**src/rtl/mem_bus_sched.sv**
```systemverilog
// Memory bus scheduler: arbitrates one single-port RAM between instruction fetch
// and load/store, with a starvation guard that lets a pending fetch through.
module mem_bus_sched #(
   parameter int unsigned RAM_LAT    = 1,
   parameter int unsigned MAX_LS_RUN = 2
) (
   input  logic        clk,
   input  logic        rst_n,
   input  logic        if_req,
   input  logic [7:0]  if_pc,
   output logic        if_ack,
   output logic [31:0] if_instr,
   input  logic        ls_req,
   input  logic [3:0]  ls_opcode,
   input  logic [15:0] ls_addr,
   input  logic [31:0] ls_wdata,
   output logic        ls_ack,
   output logic        ls_err,
   output logic [31:0] ls_rdata,
   output logic        ram_en,
   output logic        ram_rw,
   output logic [15:0] ram_addr,
   output logic [31:0] ram_wdata,
   input  logic [31:0] ram_rdata
);

   localparam logic [2:0] IDLE    = 3'd0;
   localparam logic [2:0] ACC_IF  = 3'd1;
   localparam logic [2:0] ACC_LD  = 3'd2;
   localparam logic [2:0] ACC_ST  = 3'd3;
   localparam logic [2:0] WAIT_RD = 3'd4;
   localparam logic [2:0] DONE    = 3'd5;

   localparam logic [3:0] OP_LDR = 4'b1001;
   localparam logic [3:0] OP_STR = 4'b1010;

   localparam logic [1:0] LAT_LAST = 2'(RAM_LAT - 1);
   localparam logic [1:0] RUN_MAX  = 2'(MAX_LS_RUN);

   logic [2:0] state;
   logic [1:0] starve_cnt;
   logic [1:0] lat_cnt;
   logic       own_if;
   logic       err_pend;
   logic       fetch_win;

   // Fetch only beats a pending load/store once the load/store run is exhausted.
   assign fetch_win = if_req && (!ls_req || (starve_cnt == RUN_MAX));

   always_ff @(posedge clk or negedge rst_n) begin
      if (!rst_n) begin
         state      <= IDLE;
         starve_cnt <= '0;
         lat_cnt    <= '0;
         own_if     <= 1'b0;
         err_pend   <= 1'b0;
         if_ack     <= 1'b0;
         if_instr   <= '0;
         ls_ack     <= 1'b0;
         ls_err     <= 1'b0;
         ls_rdata   <= '0;
         ram_en     <= 1'b0;
         ram_rw     <= 1'b0;
         ram_addr   <= '0;
         ram_wdata  <= '0;
      end else begin
         if_ack <= 1'b0;
         ls_ack <= 1'b0;
         ls_err <= 1'b0;
         ram_en <= 1'b0;
         ram_rw <= 1'b0;
         case (state)
            IDLE: begin
               if (fetch_win) begin
                  state      <= ACC_IF;
                  own_if     <= 1'b1;
                  err_pend   <= 1'b0;
                  starve_cnt <= '0;
                  ram_en     <= 1'b1;
                  ram_addr   <= {8'h00, if_pc};
               end else if (ls_req) begin
                  own_if     <= 1'b0;
                  starve_cnt <= if_req ? starve_cnt + 2'd1 : 2'd0;
                  case (ls_opcode)
                     OP_LDR: begin
                        state    <= ACC_LD;
                        err_pend <= 1'b0;
                        ram_en   <= 1'b1;
                        ram_addr <= ls_addr;
                     end
                     OP_STR: begin
                        state     <= ACC_ST;
                        err_pend  <= 1'b0;
                        ram_en    <= 1'b1;
                        ram_rw    <= 1'b1;
                        ram_addr  <= ls_addr;
                        ram_wdata <= ls_wdata;
                     end
                     default: begin
                        state    <= DONE;
                        err_pend <= 1'b1;
                     end
                  endcase
               end
            end
            ACC_IF, ACC_LD: begin
               state   <= WAIT_RD;
               lat_cnt <= LAT_LAST;
            end
            ACC_ST: state <= DONE;
            WAIT_RD: begin
               if (lat_cnt == 2'd0) begin
                  if (own_if) if_instr <= ram_rdata;
                  else        ls_rdata <= ram_rdata;
                  state <= DONE;
               end else begin
                  lat_cnt <= lat_cnt - 2'd1;
               end
            end
            DONE: begin
               // The ack flop is set on leaving DONE, so it is seen in the first IDLE cycle.
               state <= IDLE;
               if (own_if) begin
                  if_ack <= 1'b1;
               end else begin
                  ls_ack <= 1'b1;
                  ls_err <= err_pend;
               end
            end
            default: state <= IDLE;
         endcase
      end
   end

endmodule

```
**config.mk**
```make
export PLATFORM = sky130hd
export DESIGN_NAME = mem_bus_sched
export DESIGN_NICKNAME = d
export VERILOG_FILES = /design/src/rtl/mem_bus_sched.sv
export SDC_FILE = /design/constraint.sdc
export NUM_CORES = 1
export LEC_CHECK = 0
export CAP_MARGIN = 5
export CORE_MARGIN = 2
export CORE_UTILIZATION = 42
export DETAILED_ROUTE_END_ITERATION = 6
export PLACE_DENSITY = 0.8
export SLEW_MARGIN = 5
export SYNTH_ARGS = -nofsm -noshare
export SYNTH_HDL_FRONTEND = slang
export SYNTH_SLANG_ARGS = --single-unit
```
**constraint.sdc**
```tcl
create_clock -name clk -period 3.1 [get_ports clk]
set_clock_uncertainty 0.2 [all_clocks]
set_input_delay 0.465 -clock clk [delete_from_list [all_inputs] [get_ports clk]]
set_output_delay 0.465 -clock clk [all_outputs]
set_load 0.01 [all_outputs]
```
==> metrics.txt <==
# TYPE chip_impl_metric gauge
chip_impl_metric{name="finalHoldViolCount",unit=""} 0
chip_impl_metric{name="clock_latency",unit="ps"} 410
chip_impl_metric{name="power.switching_fraction",unit="%"} 27.5
chip_impl_metric{name="start_util",unit="%"} 43.4
chip_impl_metric{name="number_of_antenna_violations_at_the_first_check_in_global_routing",unit=""} 0
chip_impl_metric{name="power.share.sequential",unit="%"} 34.1
chip_impl_metric{name="cts-root-to-sink-buffers",unit=""} 2
chip_impl_info{name="dominant_combinational_cell_family_by_area_after_synthesis",value="multiplexers"} 1
chip_impl_info{name="worstSetupStartpointType",value="flip-flop"} 1
chip_impl_metric{name="leakage",unit="nW"} 3.38
chip_impl_metric{name="power.combinational.fraction",unit="%"} 39.4
chip_impl_metric{name="initialDrtViolationCount",unit=""} 167
chip_impl_metric{name="route.final.wire_length",unit="mm"} 11.9
chip_impl_info{name="clock_tree.root_cell",value="sky130_fd_sc_hd__clkbuf_16"} 1
chip_impl_metric{name="fraction_of_synthesis_flops_using_an_asynchronous_set_or_reset_pin",unit="%"} 100
chip_impl_metric{name="internal_power_consumption",unit="mW"} 5.87
chip_impl_metric{name="crit_arrival",unit="ps"} 2490
chip_impl_metric{name="dpl-instance-area",unit="mm^2"} 0.00726
chip_impl_metric{name="post-place-cells",unit=""} 664
chip_impl_metric{name="yosys.area_share.simple",unit="%"} 3.98
chip_impl_metric{name="tightest_slew",unit="ps"} 500
chip_impl_metric{name="count_of_buffers_inserted_at_the_top_level_ports",unit=""} 212
chip_impl_metric{name="dieHeight",unit="um"} 113
chip_impl_metric{name="setup_tns",unit="ps"} 0
chip_impl_metric{name="avgRoutedWirePerCell",unit="um"} 17.1
chip_impl_metric{name="clock_sinks",unit=""} 126
chip_impl_metric{name="dr_total_vias",unit=""} 3464
chip_impl_metric{name="post_route_cells_drive_above_1_share",unit="%"} 25.3
chip_impl_metric{name="synthMuxAreaShare",unit="%"} 23.9
chip_impl_metric{name="viasPerCell",unit=""} 4.98
chip_impl_metric{name="timing.fmax",unit="GHz"} 0.417
chip_impl_metric{name="cts-buffers-inserted",unit=""} 17
chip_impl_metric{name="dp.final_hpwl",unit="mm"} 8.50
chip_impl_metric{name="route.antenna.remaining_nets",unit=""} 0
chip_impl_metric{name="hold_slack",unit="ps"} 285
chip_impl_metric{name="power_switching",unit="mW"} 2.23
chip_impl_metric{name="worst_setup_hold_path_clk_slew",unit="ps"} 50
chip_impl_metric{name="cts_max_level",unit=""} 4
chip_impl_metric{name="total_power",unit="mW"} 8.09
chip_impl_metric{name="place.gp.congestion",unit=""} 0.870
chip_impl_info{name="worst_hold_path_type",value="reg2reg"} 1
chip_impl_info{name="critPathCaptureType",value="flip-flop"} 1
chip_impl_metric{name="regArea",unit="mm^2"} 0.00315
chip_impl_metric{name="slew_viol_final",unit=""} 0
chip_impl_metric{name="grt_start_max_net_pins",unit=""} 41
chip_impl_metric{name="synth.avg_cell_area",unit="um^2"} 15.8
chip_impl_metric{name="max-cap-violations",unit=""} 0
chip_impl_metric{name="post_synth_xor_area_fraction",unit="%"} 0.176
chip_impl_info{name="status",value="complete, no violations"} 1
chip_impl_metric{name="synth_cell_area",unit="mm^2"} 0.00497
chip_impl_metric{name="design.final.nets",unit=""} 639
chip_impl_metric{name="max-vdd-ir-drop",unit="uV"} 818
chip_impl_metric{name="drc",unit=""} 0
chip_impl_metric{name="placementRows",unit=""} 39
chip_impl_metric{name="setup_viol",unit=""} 0
chip_impl_metric{name="die-area",unit="mm^2"} 0.0127
chip_impl_info{name="ys_dominant_reg_cell",value="sky130_fd_sc_hd__dfrtp_1"} 1
chip_impl_metric{name="multi_input_area",unit="mm^2"} 0.00173
chip_impl_metric{name="globalRouteOverflowTotal",unit=""} 0
chip_impl_metric{name="post-cts-setup-buffer-count",unit=""} 0
chip_impl_metric{name="floorplan.core_area",unit="mm^2"} 0.0115
chip_impl_metric{name="fin_area",unit="mm^2"} 0.00791
chip_impl_metric{name="synth.yosys.warnings",unit=""} 0
chip_impl_metric{name="critical_path.max_fanout",unit=""} 33
chip_impl_metric{name="synth.net_count",unit=""} 413
chip_impl_metric{name="detailedRoute.firstPassIterationCount",unit=""} 4
chip_impl_metric{name="synth_cell_type_count",unit=""} 41
chip_impl_metric{name="grt_pass1_vias",unit=""} 3715
chip_impl_metric{name="io_pins",unit=""} 213
chip_impl_metric{name="worst-endpoint-required",unit="ps"} 3190
chip_impl_metric{name="min_period",unit="ps"} 2400
chip_impl_metric{name="timing.slew.headroom",unit="%"} 66.7
chip_impl_info{name="grt_setup_unrepaired",value="false"} 1
chip_impl_metric{name="die_x",unit="um"} 113
chip_impl_metric{name="grt.total_usage",unit="%"} 19.3
chip_impl_metric{name="synth_compound_area_share",unit="%"} 6.01
chip_impl_metric{name="areaGrowthSynthToFinish",unit="%"} 59.2
chip_impl_metric{name="syn-instance-count",unit=""} 315
chip_impl_metric{name="synth_edf_count",unit=""} 0
chip_impl_metric{name="yosys.area_share.adder",unit="%"} 0.503
chip_impl_info{name="critical_path_class",value="reg2reg"} 1
chip_impl_metric{name="synth_sequential_area_ratio",unit="%"} 63.4
chip_impl_metric{name="fin_cells",unit=""} 696
chip_impl_metric{name="post-route-util",unit="%"} 69.0
chip_impl_metric{name="post_cts_resized",unit=""} 0
chip_impl_metric{name="wire_length_of_the_first_global_routing_pass",unit="mm"} 19.1
chip_impl_info{name="cts_tree",value="yes"} 1
chip_impl_metric{name="post-route-worst-setup-slack",unit="ps"} 703
chip_impl_metric{name="power.share.clock",unit="%"} 26.6
chip_impl_metric{name="final.fill_count",unit=""} 816
chip_impl_metric{name="preCtsSetupSlack",unit="ps"} 379
chip_impl_metric{name="powerDensity",unit="mW/mm^2"} 1020
chip_impl_metric{name="antenna-diode-count",unit=""} 0
chip_impl_metric{name="fin_crit_sh",unit="%"} 77.3
chip_impl_metric{name="synth-seq-cells",unit=""} 126
-- power by group through the flow --
stage                     logic (mW)  clock network (mW)  registers, mW
after floorplan                 1.13                   0           3.05
after global placement          3.15                   0           2.76
after detailed placement        3.21                   0           2.78
after CTS                       3.23                2.20           2.76
after global routing            3.39                2.29           2.85
final                           3.19                2.15           2.76
-- state kept, by name, summed over array words and instances (netlist names) --
register	count
state	3
if_instr	32
own_if	1
ram_rw	1
ram_en	1
ram_addr	16
starve_cnt	2
ls_ack	1
lat_cnt	2
err_pend	1
ram_wdata	32
ls_rdata	32
if_ack	1
ls_err	1
-- cell families after synthesis --
logic type | count (synthesis)
XOR/XNOR | 1
buffers and inverters | 18
AO/OA/AOI/OAI | 40
multiplexers | 96
AND/OR/NAND/NOR | 32
flip-flops | 126
adder cells (fa/ha/maj) | 2
-- routing by layer --
metal	share of wire [%]	GRT usage [%]
met5	0	0
met4	1.9	7.72
met3	7.3	7.12
met2	49	31.5
met1	41	23.1
-- layout make-up --
cell class	count	area share, %
Timing Repair Buffer	220	27.7
Multi-Input combinational cell	171	21.8
Clock buffer	25	6.13
Inverter	5	0.237
Tap cell	143	2.26
Clock inverter	6	1.96
Sequential cell	126	39.8
-- layout by cell type, fill, tap and decap left out, types with 2 or more instances in the layout --
cell / netlist / layout
sky130_fd_sc_hd__bufinv_16: 0 / 5
sky130_fd_sc_hd__o22ai_1: 8 / 8
sky130_fd_sc_hd__a2bb2oi_1: 8 / 8
sky130_fd_sc_hd__nand3_1: 2 / 2
sky130_fd_sc_hd__buf_4: 1 / 7
sky130_fd_sc_hd__nand3b_1: 2 / 2
sky130_fd_sc_hd__nand2_1: 9 / 9
sky130_fd_sc_hd__o21ai_0: 5 / 5
sky130_fd_sc_hd__clkdlybuf4s50_1: 0 / 211
sky130_fd_sc_hd__dfrtp_1: 126 / 126
sky130_fd_sc_hd__ha_1: 2 / 2
sky130_fd_sc_hd__nor2b_1: 3 / 3
sky130_fd_sc_hd__mux2_4: 29 / 29
sky130_fd_sc_hd__clkbuf_16: 0 / 17
sky130_fd_sc_hd__mux2_2: 67 / 67
sky130_fd_sc_hd__clkbuf_8: 0 / 3
sky130_fd_sc_hd__nor2_2: 2 / 2
sky130_fd_sc_hd__nor2_1: 3 / 2
sky130_fd_sc_hd__and2_1: 2 / 2
sky130_fd_sc_hd__clkbuf_1: 5 / 5
sky130_fd_sc_hd__inv_1: 4 / 4
sky130_fd_sc_hd__a22o_1: 8 / 8
sky130_fd_sc_hd__a21oi_1: 2 / 2
-- worst paths after layout --
kind / from / endpoint / slack, ps / cells after the start
worst max-delay path: starve_cnt[0] / ram_wdata[1] / 700 / 7
worst min-delay path: err_pend / ls_err / 290 / 1
worst max register to register: starve_cnt[0] / ram_wdata[1] / 700 / 7
worst min register to register: err_pend / ls_err / 290 / 1
max in group asynchronous: rst_n / ls_rdata[28] / 1450 / 3
min in group asynchronous: rst_n / if_instr[20] / 370 / 2
-- timing repair --
item	4_1_cts	5_1_grt
endpoints found under the hold margin	37	0
hold buffers	1	0
endpoints found under the setup margin	0	0
-- cells in the mapped netlist, types with 2 or more instances --
| library cell | instances | share of area, % |
|---|---|---|
| sky130_fd_sc_hd__mux2_4 | 29 | 8.8 |
| sky130_fd_sc_hd__and2_1 | 2 | 0.25 |
| sky130_fd_sc_hd__dfrtp_1 | 126 | 63 |
| sky130_fd_sc_hd__nor2_1 | 3 | 0.23 |
| sky130_fd_sc_hd__a2bb2oi_1 | 8 | 1.4 |
| sky130_fd_sc_hd__inv_1 | 4 | 0.30 |
| sky130_fd_sc_hd__nor2_2 | 2 | 0.25 |
| sky130_fd_sc_hd__o21ai_0 | 5 | 0.50 |
| sky130_fd_sc_hd__nand3b_1 | 2 | 0.30 |
| sky130_fd_sc_hd__nand3_1 | 2 | 0.20 |
| sky130_fd_sc_hd__o22ai_1 | 8 | 1.0 |
| sky130_fd_sc_hd__a22o_1 | 8 | 1.4 |
| sky130_fd_sc_hd__buf_6 | 3 | 0.68 |
| sky130_fd_sc_hd__mux2_2 | 67 | 15 |
| sky130_fd_sc_hd__buf_2 | 4 | 0.40 |
| sky130_fd_sc_hd__nand2_1 | 9 | 0.68 |
| sky130_fd_sc_hd__nor2b_1 | 3 | 0.38 |
| sky130_fd_sc_hd__a21oi_1 | 2 | 0.20 |
| sky130_fd_sc_hd__ha_1 | 2 | 0.50 |
| sky130_fd_sc_hd__clkbuf_1 | 5 | 0.38 |
-- worst max-delay path: stages, from the launching register on --
cell                       delay (ps)
sky130_fd_sc_hd__dfrtp_1          360
sky130_fd_sc_hd__inv_1             50
sky130_fd_sc_hd__ha_1             210
sky130_fd_sc_hd__nand2b_2         190
sky130_fd_sc_hd__and2_1           250
sky130_fd_sc_hd__nor4_4           350
sky130_fd_sc_hd__buf_12           280
sky130_fd_sc_hd__mux2_2           360
Power figures use the tool's default switching activity.
